File: config.mk
export PLATFORM = sky130hd
export DESIGN_NAME = breg_arb
export DESIGN_NICKNAME = d
export VERILOG_FILES = /design/src/rtl/breg_arb.sv
export SDC_FILE = /design/constraint.sdc
export NUM_CORES = 1
export LEC_CHECK = 0
export BUFFER_PORTS_ARGS = -buffer_cell sky130_fd_sc_hd__buf_2
export CORE_MARGIN = 2
export CORE_UTILIZATION = 36
export CTS_CLUSTER_SIZE = 14
export DETAILED_ROUTE_END_ITERATION = 6
export PLACE_DENSITY = 0.73
export SLEW_MARGIN = 20
export SYNTH_ARGS = -nofsm -noshare
export SYNTH_HDL_FRONTEND = slang
export SYNTH_SLANG_ARGS = --single-unit
export TNS_END_PERCENT = 10
File: constraint.sdc
create_clock -name clk -period 2.86 [get_ports clk]
set_input_delay 0.429 -clock clk [delete_from_list [all_inputs] [get_ports clk]]
set_output_delay 0.429 -clock clk [all_outputs]
set_load 0.01 [all_outputs]
File: src/rtl/breg_arb.sv
`ifndef BITNESS
`define BITNESS 8
`endif

`default_nettype none

// ============================================================================
// Module   : breg_arb
// Brief    : Round-robin arbiter that lets NREQ requesters share one
//            register-file port pair.  A granted write goes out on the
//            register-file write port in the grant cycle.  A granted read
//            drives the register-file read address in the grant cycle.  The
//            returned word is held in a per-requester response slot until
//            the requester takes it.
// Revision : 1.0  initial release
// ============================================================================
module breg_arb #(
    parameter int NREQ = 3,
    parameter int W    = `BITNESS
) (
    input  logic              clk,
    input  logic              rst,
    input  logic [NREQ-1:0]   req_valid,
    output logic [NREQ-1:0]   req_ready,
    input  logic [NREQ-1:0]   req_wr,
    input  logic [NREQ-1:0]   req_y,
    input  logic [4*NREQ-1:0] req_addr,
    input  logic [W*NREQ-1:0] req_wdata,
    input  logic [W*NREQ-1:0] req_mask,
    output logic [NREQ-1:0]   rsp_valid,
    input  logic [NREQ-1:0]   rsp_ready,
    output logic [W*NREQ-1:0] rsp_data,
    output logic [3:0]        br_ra,
    input  logic [W-1:0]      br_rval,
    output logic              br_w,
    output logic              br_y,
    output logic [3:0]        br_wa,
    output logic [W-1:0]      br_wval,
    output logic [W-1:0]      br_mask
);

    localparam int c_PTR_W = (NREQ > 1) ? $clog2(NREQ) : 1;

    // Round-robin search start; the requester just served moves to the back.
    logic [c_PTR_W-1:0] r_ptr;

    logic [NREQ-1:0]    w_elig;
    logic [NREQ-1:0]    w_grant;
    logic               w_any;
    logic               w_gnt_any;
    logic [c_PTR_W-1:0] w_win;
    logic [c_PTR_W-1:0] w_idx;

    logic               w_sel_wr;
    logic               w_sel_y;
    logic [3:0]         w_sel_addr;
    logic [W-1:0]       w_sel_wdata;
    logic [W-1:0]       w_sel_mask;
    logic               w_gnt_wr;
    logic               w_gnt_rd;

    // Index arithmetic modulo NREQ; NREQ need not be a power of two.
    function automatic logic [c_PTR_W-1:0] f_wrap(input int s);
        int t;
        t = s;
        if (t >= NREQ) begin
            t = t - NREQ;
        end
        return c_PTR_W'(t);
    endfunction

    // A requester with an untaken response must not issue anything else,
    // so its response slot can never be overwritten.
    assign w_elig = req_valid & ~rsp_valid;

    // Round-robin pick: walk the search order backwards so that the first
    // eligible requester at or after r_ptr is the last one written.
    always_comb begin
        w_any = 1'b0;
        w_win = '0;
        w_idx = '0;
        for (int k = NREQ - 1; k >= 0; k--) begin
            w_idx = f_wrap(int'(r_ptr) + k);
            if (w_elig[w_idx]) begin
                w_any = 1'b1;
                w_win = w_idx;
            end
        end
    end

    // Reset masks every grant so nothing is issued while rst is high,
    // including a write caught in the cycle reset arrives.
    assign w_gnt_any = w_any & ~rst;
    assign w_grant   = w_gnt_any ? ({{(NREQ-1){1'b0}}, 1'b1} << w_win) : '0;
    assign req_ready = w_grant;

    // Steer the winning requester's command fields onto one set of wires.
    always_comb begin
        w_sel_wr    = 1'b0;
        w_sel_y     = 1'b0;
        w_sel_addr  = '0;
        w_sel_wdata = '0;
        w_sel_mask  = '0;
        for (int i = 0; i < NREQ; i++) begin
            if (w_grant[i]) begin
                w_sel_wr    = req_wr[i];
                w_sel_y     = req_y[i];
                w_sel_addr  = req_addr[4*i +: 4];
                w_sel_wdata = req_wdata[W*i +: W];
                w_sel_mask  = req_mask[W*i +: W];
            end
        end
    end

    assign w_gnt_wr = w_gnt_any &  w_sel_wr;
    assign w_gnt_rd = w_gnt_any & ~w_sel_wr;

    // Register-file ports read as all zeros whenever they are not in use.
    assign br_w    = w_gnt_wr;
    assign br_y    = w_gnt_wr & w_sel_y;
    assign br_wa   = w_gnt_wr ? w_sel_addr  : 4'd0;
    assign br_wval = w_gnt_wr ? w_sel_wdata : '0;
    assign br_mask = w_gnt_wr ? w_sel_mask  : '0;
    assign br_ra   = w_gnt_rd ? w_sel_addr  : 4'd0;

    // Advance the search start past the winner; hold it when idle.
    always_ff @(posedge clk or posedge rst) begin
        if (rst) begin
            r_ptr <= '0;
        end else if (w_any) begin
            if (w_win == c_PTR_W'(NREQ - 1)) begin
                r_ptr <= '0;
            end else begin
                r_ptr <= w_win + 1'b1;
            end
        end
    end

    // One response slot per requester.  The register file answers in the
    // grant cycle, so the word is captured on the grant edge.
    for (genvar g = 0; g < NREQ; g++) begin : g_rsp
        logic         r_valid;
        logic [W-1:0] r_data;

        // Capture read data on grant; drop the slot once it is taken.
        always_ff @(posedge clk or posedge rst) begin
            if (rst) begin
                r_valid <= 1'b0;
                r_data  <= '0;
            end else if (w_grant[g] && !req_wr[g]) begin
                r_valid <= 1'b1;
                r_data  <= br_rval;
            end else if (r_valid && rsp_ready[g]) begin
                r_valid <= 1'b0;
            end
        end

        assign rsp_valid[g]        = r_valid;
        assign rsp_data[W*g +: W]  = r_data;
    end

endmodule

`default_nettype wire
==> flow_metrics.tcl, run 1 <==
set metrics [dict create \
    status "finished with violations" \
    violations "negative setup slack" \
    crit_buf_inv 3 \
    fin_util 0.612 \
    maxSlewViolCount 0 \
    antenna_left 0 \
    setup_slack_ns -0.240 \
    dpl_cell_area_sq_um 2700 \
    ir_worst_vdd_uv 704 \
    fin_crit_ns 3.10 \
    synth_edf_count 0 \
    reg2reg_slack_ns 0.07 \
    clkTransAtPathRegs_ns 0.06 \
    cts_max_level 2 \
    cts.sinks 29 \
    vias 2117 \
    root_buffer "clkbuf_8" \
    vias_per_cell 5.14 \
    grt_pass1_wl_mm 8.10 \
    end_kind "output pin" \
    crit_slowest_cell "dfrtp_1" \
    synthXorXnorAreaFrac 0 \
    syn2layout_area_growth_pct 66.5 \
    grt_util_all_layers 0.183 \
    finClkSkew_ns 0.00485 \
    core_sq_um 5010 \
    leakage_nw 1.55 \
    cts_buffer_depth 2 \
    min_path_type "primary input to register" \
    reg2regPathDepth 9 \
    finalSetupViolations 26 \
    rsz0062_at_grt "true" \
    worstReg2RegEnd "g_rsp[0].r_data[7]$_DFFE_PP0P_" \
    critPathMaxStageDelay_ns 0.41 \
    antenna_found_initial 0 \
    dieArea_sq_um 5700 \
    fmax_mhz 323 \
    clk_latency_ns 0.27 \
    tightest_slew_ns 0.451 \
    layout_commonest_cell "buf_2" \
    arrival_ns 2.67 \
    grt_max_degree 30 \
    gp_congestion 0.783 \
    syn_nets 263 \
    synth_compound_area_frac 0.175 \
    rows 26 \
    critPathKind "register to output pin" \
    post_drt_wl_per_cell_um 14.8 \
    start_kind "register" \
    synth-simple-area-share 0.201 \
    synthesis.area_sq_um 1840 \
    mostFrequentLayoutCells "buf_2, dfrtp_1, buf_4" \
    cts_buffers 5 \
    drt_iter0_markers 174 \
    drive_above_1_share 0.658 \
    power.density_nw_per_um2 1070 \
    period_share 1.08 \
    ys.flop_type "dfrtp_1" \
    crit_family "simple AND/OR/NAND/NOR gates" \
    cp-endpoint "br_mask[3]" \
    post-dp-hpwl_mm 4.35 \
    yosysWarnings 0 \
    cp.depth 10 \
    fin_setup_tns_ns -4.73 \
    ys_seq_area_frac 0.394 \
    route.detailed.drc 0 \
    antennaDiodeCount 0 \
    cts_tree "built" \
    hold_viol 0 \
    grt_pass1_vias 1801 \
    synth_cells 178 \
    r2r-start "r_ptr[0]$_DFFE_PP0N_" \
    ios 138 \
    wl_mm 6.08 \
    die_h_um 75.5 \
    worstSetupStartpoint "r_ptr[0]$_DFFE_PP0N_" \
    final_nets 426 \
    cap_viol_max_count 0 \
    fp.dieW_um 75.5 \
    stdcell_area_sq_um 3060 \
    io_buffer_count 137 \
    synthArstFlopShare 1.00 \
    crit_fanout 5 \
    synthAdderAreaFrac 0.0204 \
    synth_area_per_cell_sq_um 10.3 \
    start_util 0.367 \
    synthMuxAreaShare 0.147 \
    required_ns 2.43 \
    crit_chain "ha_2 > or3b_4 > a311oi_4 > or2_4 > buf_6 > nor2_4 > buf_12 > a222oi_1 > nor2_2 > buf_2" \
    dr.pass1.iters 5 \
    yosysUniqueCellTypes 40 \
    slew_headroom 0.699 \
    synth-seq-cells 29 \
    synth_top_family_by_area "simple AND/OR/NAND/NOR gates" \
    grt-ovfl-total 0 \
]
registers in the layout, indices dropped and copies added, names as in the netlist:
signal	flops
g_rsp.r_data	24
r_ptr	2
g_rsp.r_valid	3
cells in the mapped netlist (2+ instances only):
| master | count | share of area |
|---|---|---|
| dfrtp_1 | 29 | 0.39 |
| nor2_1 | 25 | 0.051 |
| a222oi_1 | 17 | 0.092 |
| mux2_2 | 16 | 0.098 |
| nor2b_1 | 12 | 0.041 |
| mux2_1 | 8 | 0.049 |
| nand2_1 | 8 | 0.016 |
| inv_1 | 6 | 0.012 |
| nand3_1 | 6 | 0.016 |
| a311oi_1 | 4 | 0.019 |
| and2_1 | 4 | 0.014 |
| buf_4 | 4 | 0.016 |
| clkbuf_1 | 4 | 0.0082 |
| buf_6 | 3 | 0.018 |
| ha_1 | 3 | 0.020 |
| a21o_1 | 2 | 0.0082 |
| buf_2 | 2 | 0.0054 |
| nand3b_1 | 2 | 0.0082 |
| o21ai_0 | 2 | 0.0054 |
power breakdown:
part | switching [mW] | internal, mW
clock network | 0.149 | 0.283
logic | 1.04 | 1.09
registers | 0.102 | 0.610
total | 1.29 | 1.99
timing repair:
action / CTS / global route
gates cloned: 0 / 4
setup endpoints to repair: 35 / 35
hold buffers: 0 / 0
buffers inserted: 0 / 6
gates resized for setup: 17 / 18
pin swaps: 16 / 16
worst register-to-register path: stages (launching register included):
cell      delay, ns
dfrtp_1        0.41
ha_2           0.22
or3b_2         0.45
a31o_4         0.24
o311ai_4       0.14
and4_4         0.35
buf_6          0.14
nor2b_1        0.20
buf_6          0.18
mux2_1         0.34
metal layers:
layer	global-route usage	part of all wire	vias up
met3	0.0556	0.077	2
li1	-	-	997
met4	0.0292	0.0030	0
met2	0.306	0.50	84
met1	0.239	0.42	1034
met5	0	0	-
metrics by stage:
| stage | hold slack (ns) | cells | total power, mW | setup WS (ns) |
|---|---|---|---|---|
| 6_report | 0.323 | 412 | 3.27 | -0.240 |
| 5_1_grt | 0.312 | 412 | 3.51 | -0.363 |
| 4_1_cts | 0.312 | 402 | 3.05 | -0.227 |
| 3_5_place_dp | 0.471 | 394 | 2.49 | -0.155 |
| 3_3_place_gp | 0.463 | 394 | 2.45 | -0.0657 |
| 2_1_floorplan | 0.487 | 178 | 1.82 | 0.0144 |
final cells by class:
class | instances | area, sq um
Inverter | 7 | 28.8
Tap cell | 70 | 87.6
Timing Repair Buffer | 169 | 993
Clock buffer | 6 | 82.6
Fill cell | 455 | 1950
Clock inverter | 2 | 37.5
Multi-Input combinational cell | 129 | 1110
Sequential cell | 29 | 726
logic make-up (layout without fill, tap and decap cells):
logic type / Yosys count / in the layout
compound gates: 34 / 34
mux: 24 / 24
simple gates: 68 / 68
fa+ha+maj: 3 / 3
buf+inv: 20 / 184
flops: 29 / 29
worst min path at each step:
stage               depth (start not counted)  slack [ns]                      startpoint                        endpoint
floorplan                                   1        0.49    g_rsp[2].r_valid$_DFFE_PP0P_    g_rsp[2].r_valid$_DFFE_PP0P_
global placement                            1        0.46  g_rsp[0].r_data[7]$_DFFE_PP0P_  g_rsp[0].r_data[7]$_DFFE_PP0P_
detailed placement                          1        0.47  g_rsp[0].r_data[5]$_DFFE_PP0P_  g_rsp[0].r_data[5]$_DFFE_PP0P_
CTS                                         2        0.31                    rsp_ready[1]    g_rsp[1].r_valid$_DFFE_PP0P_
global route                                2        0.31                    rsp_ready[1]    g_rsp[1].r_valid$_DFFE_PP0P_
finish                                      2        0.32                    rsp_ready[1]    g_rsp[1].r_valid$_DFFE_PP0P_
(Power assumes the default switching activity.)
==> run 2: changes to the inputs <==
--- a/config.mk
+++ b/config.mk
@@ -6,11 +6,13 @@
 export NUM_CORES = 1
 export LEC_CHECK = 0
 export BUFFER_PORTS_ARGS = -buffer_cell sky130_fd_sc_hd__buf_2
+export CORE_ASPECT_RATIO = 0.7
 export CORE_MARGIN = 2
-export CORE_UTILIZATION = 36
+export CORE_UTILIZATION = 38
+export CTS_BUF_LIST = sky130_fd_sc_hd__clkbuf_4
 export CTS_CLUSTER_SIZE = 14
 export DETAILED_ROUTE_END_ITERATION = 6
-export PLACE_DENSITY = 0.73
+export PLACE_DENSITY = 0.77
 export SLEW_MARGIN = 20
 export SYNTH_ARGS = -nofsm -noshare
 export SYNTH_HDL_FRONTEND = slang
==> run 2 against run 1 <==
Net effect: the flow finishes with violations (design-rule violations, negative setup slack); setup slack lost 0.16 ns; clock skew grew 0.0061 ns; global-route usage grew 3.4 points; fmax shrank 5.0%; highest routed layer unchanged; sequential power grew 0.8%; combinational power is essentially flat; first-iteration DRC count grew 23%; largest cell class unchanged; register-to-register slack is essentially flat; power shrank 6.8%; largest power group unchanged.
==> flow_metrics.tcl, run 2 (synthesis results as in run 1) <==
set metrics [dict create \
    status "finished with violations" \
    violations "design-rule violations, negative setup slack" \
    dpl_cell_area_sq_um 2650 \
    power.density_nw_per_um2 1050 \
    largest_reg_flops 24 \
    min_path_type "primary input to register" \
    clk_latency_ns 0.32 \
    post-dp-hpwl_mm 4.33 \
    antenna_found_initial 0 \
    largest-register "g_rsp.r_data" \
    rsz0062_at_grt "true" \
    leakage_nw 1.47 \
    tightest_slew_ns 0.540 \
    fin_crit_ns 3.26 \
    clkTransAtPathRegs_ns 0.09 \
    stdcell_area_sq_um 2910 \
    end_kind "output pin" \
    cts_buffer_depth 2 \
    hold_depth 2 \
    p_clk_frac 0.077 \
    post_drt_wl_per_cell_um 16.4 \
    die_h_um 62.2 \
    largest_registers "g_rsp.r_data (24), g_rsp.r_valid (3), r_ptr (2)" \
    reg2reg_slack_ns 0.07 \
    cp_common_cell "buf_4" \
    finalSetupViolations 26 \
    critPathMaxStageDelay_ns 0.45 \
    seqCellArea_sq_um 726 \
    syn2layout_area_growth_pct 57.9 \
    power.share.combinational 0.688 \
    core_sq_um 4730 \
    root_buffer "clkbuf_4" \
    multi_input_area_sq_um 1140 \
    gp_congestion 0.883 \
    start_kind "register" \
    hold_ws_ns 0.269 \
    drt_iter0_markers 214 \
    final_nets 418 \
    crit_chain "buf_4 > ha_4 > nor2b_1 > a221o_1 > or2_4 > buf_4 > and4_4 > a222oi_1 > nor2_2 > buf_2" \
    seqPwrFrac 0.235 \
    wl_mm 6.40 \
    fmax_mhz 306 \
    cts_tree "built" \
    cap_viol_max_count 0 \
    start_util 0.389 \
    p_int_mw 1.72 \
    cts.sinks 29 \
    antenna_left 0 \
    crit_fanout 9 \
    drive_above_1_share 0.668 \
    mostFrequentLayoutCells "buf_2, dfrtp_1, a222oi_1" \
    grt_util_all_layers 0.217 \
    dieArea_sq_um 5420 \
    ir_worst_vdd_uv 629 \
    grt-ovfl-total 0 \
    rows 21 \
    critPathKind "register to output pin" \
    cts_max_level 2 \
    period_share 1.14 \
    vias_per_cell 5.56 \
    antennaDiodeCount 0 \
    cts_buffers 5 \
    switching_power_mw 1.33 \
    finClkSkew_ns 0.0109 \
    slew_headroom 0.639 \
    fp.dieW_um 87.2 \
    swShare 0.435 \
    hold_viol 0 \
    fill_cells 407 \
    route.detailed.drc 8 \
    fin_setup_tns_ns -7.63 \
    grt_pass1_wl_mm 9.25 \
    required_ns 2.43 \
    layout_commonest_cell "buf_2" \
    maxSlewViolCount 0 \
    reg2regPathDepth 9 \
    dr.pass1.iters 7 \
    ios 138 \
    crit_slowest_cell "a222oi_1" \
    vias 2174 \
    grt_max_degree 30 \
    grt_pass1_vias 1892 \
    setup_slack_ns -0.404 \
    hold_buffers 0 \
    arrival_ns 2.83 \
    io_buffer_count 137 \
]
-- run 2: what timing repair did --
action / 4_1_cts / 5_1_grt
gates cloned: 2 / 2
endpoints found under the setup margin: 28 / 33
gates resized for setup: 22 / 20
buffers inserted: 4 / 2
hold endpoints to repair: 0 / 0
pin swaps: 28 / 13
-- run 2: final cells by class --
type                            instances  area share
Timing Repair Buffer                  159       0.306
Multi-Input combinational cell        131       0.392
Inverter                                7     0.00904
Clock inverter                          3     0.00603
Clock buffer                            5      0.0129
Tap cell                               57      0.0245
Sequential cell                        29       0.250
-- run 2: power by group through the flow --
stage / clock [mW] / combinational [mW] / sequential [mW]
finish: 0.235 / 2.10 / 0.718
global route: 0.271 / 2.27 / 0.747
CTS: 0.246 / 1.89 / 0.720
detailed placement: 0 / 1.73 / 0.719
global placement: 0 / 1.70 / 0.709
floorplan: 0 / 1.03 / 0.793
-- run 2: critical path: cells and delay by family (launching register included) --
family | cells | cell delay, ns
AO/OA/AOI/OAI | 2 | 0.79
AND/OR/NAND/NOR | 4 | 0.74
flip-flops | 1 | 0.39
adder cells (fa/ha/maj) | 1 | 0.17
buffers and inverters | 3 | 0.45
-- run 2: worst paths after layout --
kind | to | from
max in group asynchronous | g_rsp[2].r_data[3]$_DFFE_PP0P_ | rst
worst max register to register | g_rsp[0].r_data[7]$_DFFE_PP0P_ | r_ptr[0]$_DFFE_PP0N_
worst max-delay path | br_wval[4] | r_ptr[1]$_DFFE_PP0N_
worst min-delay path | g_rsp[1].r_valid$_DFFE_PP0P_ | rsp_ready[1]
worst min register to register | g_rsp[0].r_data[0]$_DFFE_PP0P_ | g_rsp[0].r_data[0]$_DFFE_PP0P_
min in group asynchronous | g_rsp[0].r_data[3]$_DFFE_PP0P_ | rst
-- run 2: stage by stage --
| stage | cells | worst slack (ns) | utilization | total power, mW |
|---|---|---|---|---|
| finish | 391 | -0.404 | 0.614 | 3.05 |
| detailed placement | 374 | -0.173 | 0.560 | 2.44 |
| floorplan | 178 | 0.0144 | - | 1.82 |
| global placement | 374 | -0.154 | 0.560 | 2.41 |
| global route | 391 | -0.484 | 0.614 | 3.28 |
| CTS | 387 | -0.279 | 0.595 | 2.85 |
-- run 2: per-layer routing --
layer / track usage / part of all wire
met4: 0.0404 / 0.011
met1: 0.304 / 0.43
met2: 0.330 / 0.46
met5: 0 / 0
met3: 0.0705 / 0.10
==> run 3: changes to the inputs <==
==> constraint.sdc (replaced) <==
create_clock -name clk -period 2.86 [get_ports clk]
set_input_delay 0.429 -clock clk [delete_from_list [all_inputs] [get_ports clk]]
set_output_delay 0.429 -clock clk [all_outputs]
set_load 0.1 [all_outputs]
==> run 3 against run 2 <==
Net effect: the run still ends with design-rule violations, negative setup slack left; worst hold slack got worse by 0.013 ns; cell area rose by 26%; cell count rose by 4.3%; largest cell class is now buffers; sequential share of layout area fell by 5.2 points; non-clock buffer count rose by 19; critical path depth rose by 2; die area did not move; clock skew rose by 0.0015 ns; fmax fell by 4.6%; count of clock-buffer cells in the layout did not move.
==> flow_metrics.tcl, run 3 (synthesis results as in run 1) <==
set metrics [dict create \
    io_buffer_count 137 \
    final_nets 435 \
    fp.dieW_um 87.2 \
    drt_iter0_markers 205 \
    gp_congestion 0.850 \
    required_ns 2.43 \
    largest_reg_flops 24 \
    grt-ovfl-total 0 \
    vias 2193 \
    critPathKind "register to output pin" \
    fill_cells 297 \
    worstSetupStartpoint "r_ptr[0]$_DFFE_PP0N_" \
    hold_viol 0 \
    r2r-start "r_ptr[0]$_DFFE_PP0N_" \
    drive_above_1_share 0.729 \
    hp-start "rsp_ready[1]" \
    start_util 0.389 \
    antennaDiodeCount 0 \
    root_buffer "clkbuf_4" \
    rows 21 \
    dieArea_sq_um 5420 \
    end_kind "output pin" \
    clk_latency_ns 0.32 \
    cts_buffers 5 \
    die_h_um 62.2 \
    largest_registers "g_rsp.r_data (24), g_rsp.r_valid (3), r_ptr (2)" \
    min_path_type "primary input to register" \
    setup_slack_ns -0.563 \
    maxSlewViolCount 0 \
    post-dp-hpwl_mm 5.24 \
    finClkSkew_ns 0.0124 \
    post_drt_wl_per_cell_um 16.2 \
    grt_util_all_layers 0.242 \
    stdcell_count 408 \
    cts_buffer_depth 2 \
    antenna_left 0 \
    cts_max_level 2 \
    mostFrequentLayoutCells "buf_2, buf_4, buf_12" \
    violations "design-rule violations, negative setup slack" \
    cts.sinks 29 \
    crit_fanout 18 \
    layout_commonest_cell "buf_2" \
    dp_cells 398 \
    slew_headroom 0.664 \
    dr.pass1.iters 7 \
    period_share 1.20 \
    cts_tree "built" \
    syn2layout_area_growth_pct 99.1 \
    wl_mm 6.62 \
    antenna_found_initial 0 \
    arrival_ns 2.99 \
    fin_crit_ns 3.42 \
    hold_buffers 0 \
    grt_pass1_vias 2130 \
    clkTransAtPathRegs_ns 0.10 \
    route.detailed.drc 22 \
    finalSetupViolations 27 \
    status "finished with violations" \
    grt_max_degree 30 \
    largest-register "g_rsp.r_data" \
    fmax_mhz 292 \
    tightest_slew_ns 0.507 \
    ios 138 \
    grt_pass1_wl_mm 10.4 \
    rsz0062_at_grt "true" \
    start_kind "register" \
    core_sq_um 4730 \
    vias_per_cell 5.38 \
    cap_viol_max_count 0 \
]
-- run 3: final timing paths --
path / depth (start not counted) / slack, ns / to
setup / recovery: 12 / -0.56 / br_mask[0]
hold / removal: 2 / 0.26 / g_rsp[1].r_valid$_DFFE_PP0P_
setup reg to reg: 11 / 0.05 / g_rsp[0].r_data[3]$_DFFE_PP0P_
hold reg to reg: 1 / 0.49 / g_rsp[0].r_data[5]$_DFFE_PP0P_
max in group asynchronous: 3 / 2.23 / g_rsp[1].r_data[5]$_DFFE_PP0P_
min in group asynchronous: 3 / 0.35 / r_ptr[1]$_DFFE_PP0N_
-- run 3: stage by stage --
stage | area, sq um | hold WS [ns] | setup slack, ns | utilization | TNS [ns]
after global routing | 3660 | 0.236 | -0.634 | 0.775 | -15.14
after CTS | 3600 | 0.245 | -0.503 | 0.761 | -12.08
after floorplan | 2090 | 0.487 | -0.247 | - | -5.09
final | 3660 | 0.256 | -0.563 | 0.775 | -12.85
after detailed placement | 3460 | 0.469 | -0.227 | 0.733 | -3.72
after global placement | 3460 | 0.464 | -0.145 | 0.733 | -2.26
-- run 3: area by class of cell --
class,instances,area [sq um],area share
clock buffers,5,37.5,0.0102
flip-flops and latches,29,726,0.198
well taps,57,71.3,0.0195
clock inverters,3,41.3,0.0113
repair buffers,178,1480,0.404
multi-input cells,129,1270,0.348
inverters,7,32.5,0.00888
-- run 3: timing repair --
item / CTS / global route
pin swaps: 7 / 6
endpoints found under the setup margin: 37 / 37
setup buffers: 2 / 1
cloned: 0 / 0
resized for setup: 11 / 11
-- run 3: critical path, stage by stage, from the launching register on --
cell and delay [ns]:
dfrtp_1 0.42, buf_6 0.13, ha_4 0.17, or3b_4 0.36, a311oi_2 0.32, or2_4 0.21, buf_4 0.13, nor2_4 0.04
buf_12 0.16, a222oi_1 0.33, buf_4 0.20, nor2_4 0.04, buf_12 0.16
-- run 3: routing by layer --
| layer | track usage | vias up | share of wire |
|---|---|---|---|
| met5 | 0 | - | 0 |
| met4 | 0.0519 | 0 | 0.015 |
| met3 | 0.0612 | 12 | 0.061 |
| met2 | 0.403 | 97 | 0.50 |
| met1 | 0.319 | 1067 | 0.43 |
| li1 | - | 1017 | - |
Power of run 3 is left out: the tool's default activity adds up to more than one toggle a clock period on the data nets, which glitch-free logic cannot reach.
